`src/rtl/mux1hot8_rr_arbiter.sv`:
```
// Round-robin arbiter for eight requesters feeding one W-bit valid/ready output register.
// Optional multi-beat transfer locking is enabled by defining MUX1HOT_ARB_LOCK_EN.
module mux1hot8_rr_arbiter #(
  parameter int W = 8
) (
  input  logic         clk,
  input  logic         rst_n,
  input  logic [7:0]   in_valid,
  input  logic [7:0]   in_last,
  input  logic [W-1:0] in0,
  input  logic [W-1:0] in1,
  input  logic [W-1:0] in2,
  input  logic [W-1:0] in3,
  input  logic [W-1:0] in4,
  input  logic [W-1:0] in5,
  input  logic [W-1:0] in6,
  input  logic [W-1:0] in7,
  output logic [7:0]   in_ready,
  output logic         out_valid,
  input  logic         out_ready,
  output logic [W-1:0] out_data,
  output logic [7:0]   out_grant
);

  logic [2:0]   ptr;
  logic [7:0]   req;
  logic [7:0]   sel;
  logic [2:0]   win_idx;
  logic         win_any;
  logic         slot_free;
  logic         accept;
  logic [W-1:0] mux_data;
  logic [W-1:0] in_arr [8];

  assign in_arr[0] = in0;
  assign in_arr[1] = in1;
  assign in_arr[2] = in2;
  assign in_arr[3] = in3;
  assign in_arr[4] = in4;
  assign in_arr[5] = in5;
  assign in_arr[6] = in6;
  assign in_arr[7] = in7;

`ifdef MUX1HOT_ARB_LOCK_EN
  logic       lock;
  logic [2:0] lock_id;

  // While locked only the owner may win, even if it is idle this cycle.
  assign req = lock ? (in_valid & (8'd1 << lock_id)) : in_valid;
`else
  logic unused_last;

  assign unused_last = ^in_last;
  assign req         = in_valid;
`endif

  // First requester at or after ptr, wrapping from 7 back to 0.
  always_comb begin
    logic [2:0] idx;
    win_any = 1'b0;
    win_idx = ptr;
    idx     = ptr;
    for (int k = 0; k < 8; k++) begin
      idx = ptr + 3'(k);
      if (!win_any && req[idx]) begin
        win_any = 1'b1;
        win_idx = idx;
      end
    end
    sel = win_any ? (8'd1 << win_idx) : 8'd0;
  end

  always_comb begin
    mux_data = '0;
    for (int i = 0; i < 8; i++) begin
      if (sel[i]) mux_data = mux_data | in_arr[i];
    end
  end

  // Handshake: a beat moves on in_valid[i] && in_ready[i]; the output beat moves on
  // out_valid && out_ready. in_ready is held low while reset is asserted.
  assign slot_free = !out_valid || out_ready;
  assign in_ready  = (rst_n && slot_free) ? sel : 8'd0;
  assign accept    = |in_ready;

  always_ff @(posedge clk or negedge rst_n) begin
    if (!rst_n) begin
      out_valid <= 1'b0;
      out_data  <= '0;
      out_grant <= 8'd0;
    end else if (accept) begin
      out_valid <= 1'b1;
      out_data  <= mux_data;
      out_grant <= sel;
    end else if (out_ready) begin
      out_valid <= 1'b0;
      out_grant <= 8'd0;
    end
  end

`ifdef MUX1HOT_ARB_LOCK_EN
  always_ff @(posedge clk or negedge rst_n) begin
    if (!rst_n) begin
      ptr     <= 3'd0;
      lock    <= 1'b0;
      lock_id <= 3'd0;
    end else if (accept) begin
      if (in_last[win_idx]) begin
        lock <= 1'b0;
        ptr  <= win_idx + 3'd1;
      end else begin
        lock    <= 1'b1;
        lock_id <= win_idx;
      end
    end
  end
`else
  always_ff @(posedge clk or negedge rst_n) begin
    if (!rst_n) begin
      ptr <= 3'd0;
    end else if (accept) begin
      ptr <= win_idx + 3'd1;
    end
  end
`endif

endmodule

```
`config.mk`:
```
export PLATFORM = sky130hd
export DESIGN_NAME = mux1hot8_rr_arbiter
export DESIGN_NICKNAME = d
export VERILOG_FILES = /design/src/rtl/mux1hot8_rr_arbiter.sv
export SDC_FILE = /design/constraint.sdc
export NUM_CORES = 1
export LEC_CHECK = 0
export ABC_AREA = 1
export BUFFER_PORTS_ARGS = -buffer_cell sky130_fd_sc_hd__buf_2
export CORE_MARGIN = 4
export CORE_UTILIZATION = 53
export CTS_BUF_LIST = sky130_fd_sc_hd__clkbuf_8
export DETAILED_ROUTE_END_ITERATION = 10
export PLACE_DENSITY = 0.89
export SKIP_LAST_GASP = 1
export SYNTH_ARGS = -nofsm -noshare
export SYNTH_HDL_FRONTEND = slang
export SYNTH_SLANG_ARGS = --single-unit
```
`constraint.sdc`:
```
create_clock -name clk -period 10.03 [get_ports clk]
set_clock_uncertainty 0.05 [all_clocks]
set_input_delay 0.5015 -clock clk [delete_from_list [all_inputs] [get_ports clk]]
set_output_delay 0.5015 -clock clk [all_outputs]
set_load 0.01 [all_outputs]
```
==> metrics.yaml, run 1 <==
ys_types: 33
failed_checks: "DRC"
first_pass_iters: 8
syn_to_final_growth_pct: 22.8
period_share_pct: 51.7
first_iter_violations: 224
met1_usage_pct: 32.2
hold_viol: 0
cpMostUsedCell: "inv_1"
post_cts_buffers: 0
syn_area_per_cell_sq_um: 6.13
synth_seq_cells: 20
max_stage_delay_ns: 0.69
die_h_microns: 74.4
cts_sinks: 20
grt_overflow: 0
r2r_slack_ns: 5.13
finalWeightedCongestion: 0.873
endpoint_kind: "primary output"
core_area_sq_um: 4140
clockRootBuffer: "clkbuf_8"
hold_buffers: 0
synth.net_count: 472
slowest_stage: "nor2_1"
grt_util_met3_pct: 3.51
max_slew_margin_pct: 39.6
grt_max_degree: 32
crit_required_ns: 9.48
min_path_type: "in2async"
ys_seq_area_share_pct: 21.4
cp_max_fo: 12
drive_gt1_share_pct: 29.2
clkTransAtPathRegs_ns: 0.08
row_count: 23
dieArea_sq_um: 5540
dr_total_vias: 2789
ctsResizeCount: 0
antenna_found_initial: 0
first_global_vias: 2437
yosys_warnings: 0
htree_levels: 1
synthCells: 381
worstPathArrival_ns: 4.63
final_nets: 564
cp_top_family: "simple AND/OR/NAND/NOR gates"
drt-wirelength-per-cell_microns: 12.9
start_kind: "flip-flop"
worstMarginPinSlew_ns: 0.903
dp_hpwl_microns: 5280
io_buffer_count: 99
clkLatencyLatePin_ns: 0.26
die_x_microns: 74.4
met2_usage_pct: 40.2
vias_per_cell: 5.34
min_period_ns: 5.18
worst-path-buf-inv: 7
tns_ns: 0
status: "finished, violations left"
critPathKind: "reg2out"
initial_core_util_pct: 56.4
whs_ns: 0.131
drc: 2
track_usage_pct: 23.9
setup_violations: 0
synth_area_sq_um: 2340
cp_cell_sequence: "clkinv_2 -> ha_1 -> inv_2 -> nand3_1 -> nand2_1 -> nor2_1 -> a31oi_1 -> inv_1 -> nor3_4 -> nand2_2 -> inv_2 -> nor3_1 -> xor2_1 -> ha_1 -> inv_1 -> nor2_1 -> nand4_1 -> inv_1 -> buf_2"
num_antenna_cells: 0
fmax_mhz: 193
grt_setup_unrepaired: "no"
cts_tree: "built"
grt_pass1_wl_microns: 10600
top_usage_layer: "met2"
drt_wl_total_microns: 6740
cts.path.max_buffers: 2
cap_viol_max_count: 0
cts-buffers-inserted: 3
boundaryPins: 108
ant_nets: 0
drv_slew: 0
## area by class of cell
type                       count  area (sq um)
tap                           50          62.6
inverter                      42           161
clock buffer                   3          41.3
fill                         375          1270
multi-input combinational    307          1580
sequential                    20           500
clock inverter                 1          30.0
timing repair buffer          99           495
## through the flow
stage	cells	cell area, sq um	util (%)	setup WS [ns]
after floorplan	381	2340	-	6.24
after global placement	518	2800	67.5	5.31
after detailed placement	518	2800	67.5	5.23
after CTS	522	2870	69.2	4.91
after global routing	522	2870	69.2	4.42
final	522	2870	69.2	4.85
## synth_stat cells
cell / count / share of area, %
a21oi_1: 2 / 0.43
a21oi_2: 1 / 0.37
a31oi_1: 3 / 0.80
buf_2: 3 / 0.64
buf_4: 5 / 1.6
buf_6: 4 / 1.9
clkinv_2: 1 / 0.21
dfrtp_1: 20 / 21
ha_1: 8 / 4.3
inv_1: 36 / 5.8
inv_2: 4 / 0.64
inv_4: 1 / 0.27
nand2_1: 138 / 22
nand2_2: 10 / 2.7
nand2_4: 3 / 1.4
nand3_1: 63 / 13
nand3_2: 2 / 0.86
nand3_4: 1 / 0.75
nand4_1: 16 / 4.3
nor2_1: 34 / 5.5
nor2_2: 3 / 0.80
nor2_4: 2 / 0.96
nor2_8: 2 / 1.7
nor3_1: 1 / 0.21
nor3_4: 1 / 0.70
nor3b_1: 1 / 0.32
o211ai_1: 3 / 0.96
o21ai_0: 4 / 0.86
o21ai_2: 2 / 0.75
o21bai_1: 1 / 0.32
xnor2_1: 1 / 0.37
xnor2_2: 2 / 1.4
xor2_1: 3 / 1.1
## final timing paths
kind,to,cells past startpoint,start
min in group clk,out_valid,2,out_ready
setup / recovery,in_ready[4],19,ptr[1]
setup reg to reg,ptr[2],22,ptr[1]
max in group asynchronous,out_data[6],1,rst_n
hold / removal,out_grant[4],1,rst_n
hold reg to reg,out_data[6],2,out_data[6]
## per-layer routing
layer  vias to the layer above  routed length (microns)
li1                       1411                        -
met4                         0                      134
met5                         -                        0
met3                        15                      563
met2                       141                     3190
met1                      1222                     2850
## cells in the final DEF, fill, tap and decap left out, types with 2 or more instances in the layout
cell and count:
a21oi_1 2, a31oi_1 3, buf_2 99, clkbuf_8 3, dfrtp_1 20, ha_1 8
inv_1 36, inv_2 4, nand2_1 138, nand2_2 10, nand2_4 3, nand3_1 63
nand3_2 2, nand4_1 16, nor2_1 34, nor2_2 3, nor2_4 2, nor2_8 2
o211ai_1 3, o21ai_0 4, o21ai_2 2, xnor2_2 2, xor2_1 3
## state kept, by name, indices dropped and copies added (netlist names)
name,flops
out_data,8
out_grant,8
out_valid,1
ptr,3
## cells by family (layout without fill, tap and decap cells)
family / after synthesis / count (layout) / synth area share [%]
XOR/XNOR: 6 / 6 / 2.89
AND/OR/NAND/NOR: 277 / 277 / 55.8
buffers and inverters: 54 / 145 / 11.1
AO/OA/AOI/OAI: 16 / 16 / 4.50
flip-flops: 20 / 20 / 21.4
adder cells (fa/ha/maj): 8 / 8 / 4.28
Power of run 1 is not shown: default switching activity piles up to over one toggle a cycle in this logic, so the estimate is an artifact.
==> run 2, diff against run 1 <==
Settings changed: ABC_AREA 1 to 0, CORE_UTILIZATION 53 to 45, PLACE_DENSITY 0.89 to 0.8.
Clock period 10.03 ns to 4.55 ns, I/O delays scaled along.
==> run 2 against run 1 <==
Against the previous run:
- the flow now finishes without violations
- clock-buffer cell count grew 1
- sequential cell count is the same
- cell count shrank 18%
- die area grew 19%
- largest cell class unchanged
==> metrics.yaml, run 2 <==
critPathLaunch: "ptr[0]"
netlist_top_cells_count: "dfrtp_1 (20), nor2_1 (17), a222oi_1 (14)"
track_usage_pct: 23.8
drc: 0
clockRootBuffer: "clkbuf_8"
tns_ns: 0
first_global_vias: 2639
io_buffer_count: 99
clkTransAtPathRegs_ns: 0.08
ys_types: 59
synthCells: 252
vias_per_cell: 6.29
grt_overflow: 0
wl_met2_microns: 3950
multi_input_area_sq_um: 1840
syn_to_final_growth_pct: 32.1
seqCellArea_sq_um: 500
finalWeightedCongestion: 0.855
drv_slew: 0
finalWorstSetupSlack_ns: 0.244
place_ws_ns: 0.00983
crit_required_ns: 4.65
htree_levels: 1
cts_sinks: 20
final_nets: 451
cp_cell_sequence: "inv_1 -> ha_4 -> buf_4 -> mux4_2 -> a32o_1 -> nor2_1 -> a21oi_1 -> o21ai_1 -> a21oi_1 -> o32ai_2 -> inv_1 -> ha_2 -> a222oi_1 -> buf_4 -> nor4_1 -> or4_1 -> o22a_1"
r2r_slack_ns: 0.24
syn_area_per_cell_sq_um: 9.59
dr_total_vias: 2697
critPathKind: "reg2reg"
worstPathArrival_ns: 4.41
die_x_microns: 81.3
drt-wirelength-per-cell_microns: 18.6
cap_viol_max_count: 0
max_slew_margin_pct: 68.5
r2r_start: "ptr[0]"
grt_setup_unrepaired: "no"
yosys.area.top_type: "dfrtp_1"
dr_wl_met3_microns: 627
cts.path.max_buffers: 2
cts-buffers-inserted: 3
endpoint: "out_data[6]"
dp_hpwl_microns: 6250
rr_worst_depth: 17
highest_layer: "met4"
min_path_type: "in2reg"
setup_violations: 0
first_pass_iters: 5
slowest_stage: "mux4_2"
grt_pass1_wl_microns: 12500
drive_gt1_share_pct: 47.1
min_period_ns: 4.31
cts_tree: "built"
yosysMostFrequentCell: "dfrtp_1"
start_kind: "flip-flop"
period_share_pct: 94.6
fmax_mhz: 232
final_common_cell: "buf_2"
cp_max_fo: 9
die_h_microns: 81.3
row_count: 26
hold_viol: 0
synth.area.top_cells: "dfrtp_1 (21%), mux4_2 (12%), a222oi_1 (5.8%)"
synth_area_sq_um: 2420
synth_seq_cells: 20
n_fill_cell: 437
drt_wl_total_microns: 7980
status: "finished, final reports clean"
num_antenna_cells: 0
ant_nets: 0
first_iter_violations: 309
synth_top_area_share_pct: 20.7
ys_seq_area_share_pct: 20.7
endpoint_kind: "flip-flop"
async_reset_ff_share_pct: 100
synth_ff_type: "dfrtp_1"
synth-edff-count: 0
dieArea_sq_um: 6610
grt_max_degree: 23
synth.net_count: 343
timing.rr.end: "out_data[6]"
antenna_found_initial: 0
initial_core_util_pct: 46.7
yosys_warnings: 0
core_area_sq_um: 5170
reg_top3: "out_data: 8 flops, out_grant: 8 flops, ptr: 3 flops"
worstMarginPinSlew_ns: 0.472
drt-met1-wl_microns: 3210
layout_common_cells: "buf_2 (99), buf_4 (21), dfrtp_1 (20), nor2_1 (17), a222oi_1 (14)"
max_stage_delay_ns: 0.55
clkLatencyLatePin_ns: 0.26
boundaryPins: 108
## run 2: how the worst min path moves through the flow
| stage | startpoint | end | slack, ns | depth (start not counted) |
|---|---|---|---|---|
| detailed placement | rst_n | out_grant[7] | 0.16 | 1 |
| global placement | rst_n | out_grant[6] | 0.15 | 1 |
| global route | out_ready | out_valid | 0.23 | 3 |
| CTS | out_ready | out_valid | 0.20 | 3 |
| floorplan | rst_n | out_data[0] | -0.12 | 0 |
| finish | out_ready | out_valid | 0.21 | 3 |
## run 2: cell type report
| type | count | area share, % |
|---|---|---|
| flip-flops and latches | 20 | 15.7 |
| multi-input cells | 206 | 57.6 |
| clock buffers | 4 | 1.72 |
| repair buffers | 122 | 21.4 |
| well taps | 70 | 2.74 |
| inverters | 7 | 0.901 |
## run 2: logic make-up (layout without fill, tap and decap cells)
group,after synthesis,after routing,synth area share [%]
and+or+nand+nor,85,85,20.1
AOI/OAI and AO/OA,76,76,26.4
muxes,34,34,22.0
buffers and inverters,26,133,5.49
DFF,20,20,20.7
adders and majority gates,8,8,4.14
xor gates and xnor gates,3,3,1.09
## run 2: through the flow
| step | util (%) | instances | cell area [sq um] | hold slack [ns] |
|---|---|---|---|---|
| 2_1_floorplan | - | 252 | 2450 | -0.118 |
| 3_3_place_gp | 59.3 | 421 | 3070 | 0.153 |
| 3_5_place_dp | 59.3 | 421 | 3070 | 0.158 |
| 4_1_cts | 60.7 | 426 | 3140 | 0.201 |
| 5_1_grt | 61.8 | 429 | 3190 | 0.228 |
| 6_report | 61.8 | 429 | 3190 | 0.208 |
## run 2: repair_timing
item                                   in CTS  in global routing
hold buffers                                1                  0
setup endpoints to repair                   1                 17
pin swaps                                   0                  2
endpoints found under the hold margin      20                  0
gates resized for setup                     1                  7
buffers inserted                            0                  3
## run 2: routing by layer
layer  up-vias  GRT usage, %
met1      1290          32.1
met5         -             0
li1       1230             -
met4         0          8.61
met3        20          2.88
met2       157          39.1
## run 2: critical path: cells and delay by family (launching register included)
kind                       cells  cell delay (ns)
muxes                          1             0.55
buffers and inverters          4             0.59
and+or+nand+nor                3             0.63
DFF                            1             0.39
AOI/OAI and AO/OA              7             1.43
adders and majority gates      2             0.56
Power of run 2 is left out for the same reason.
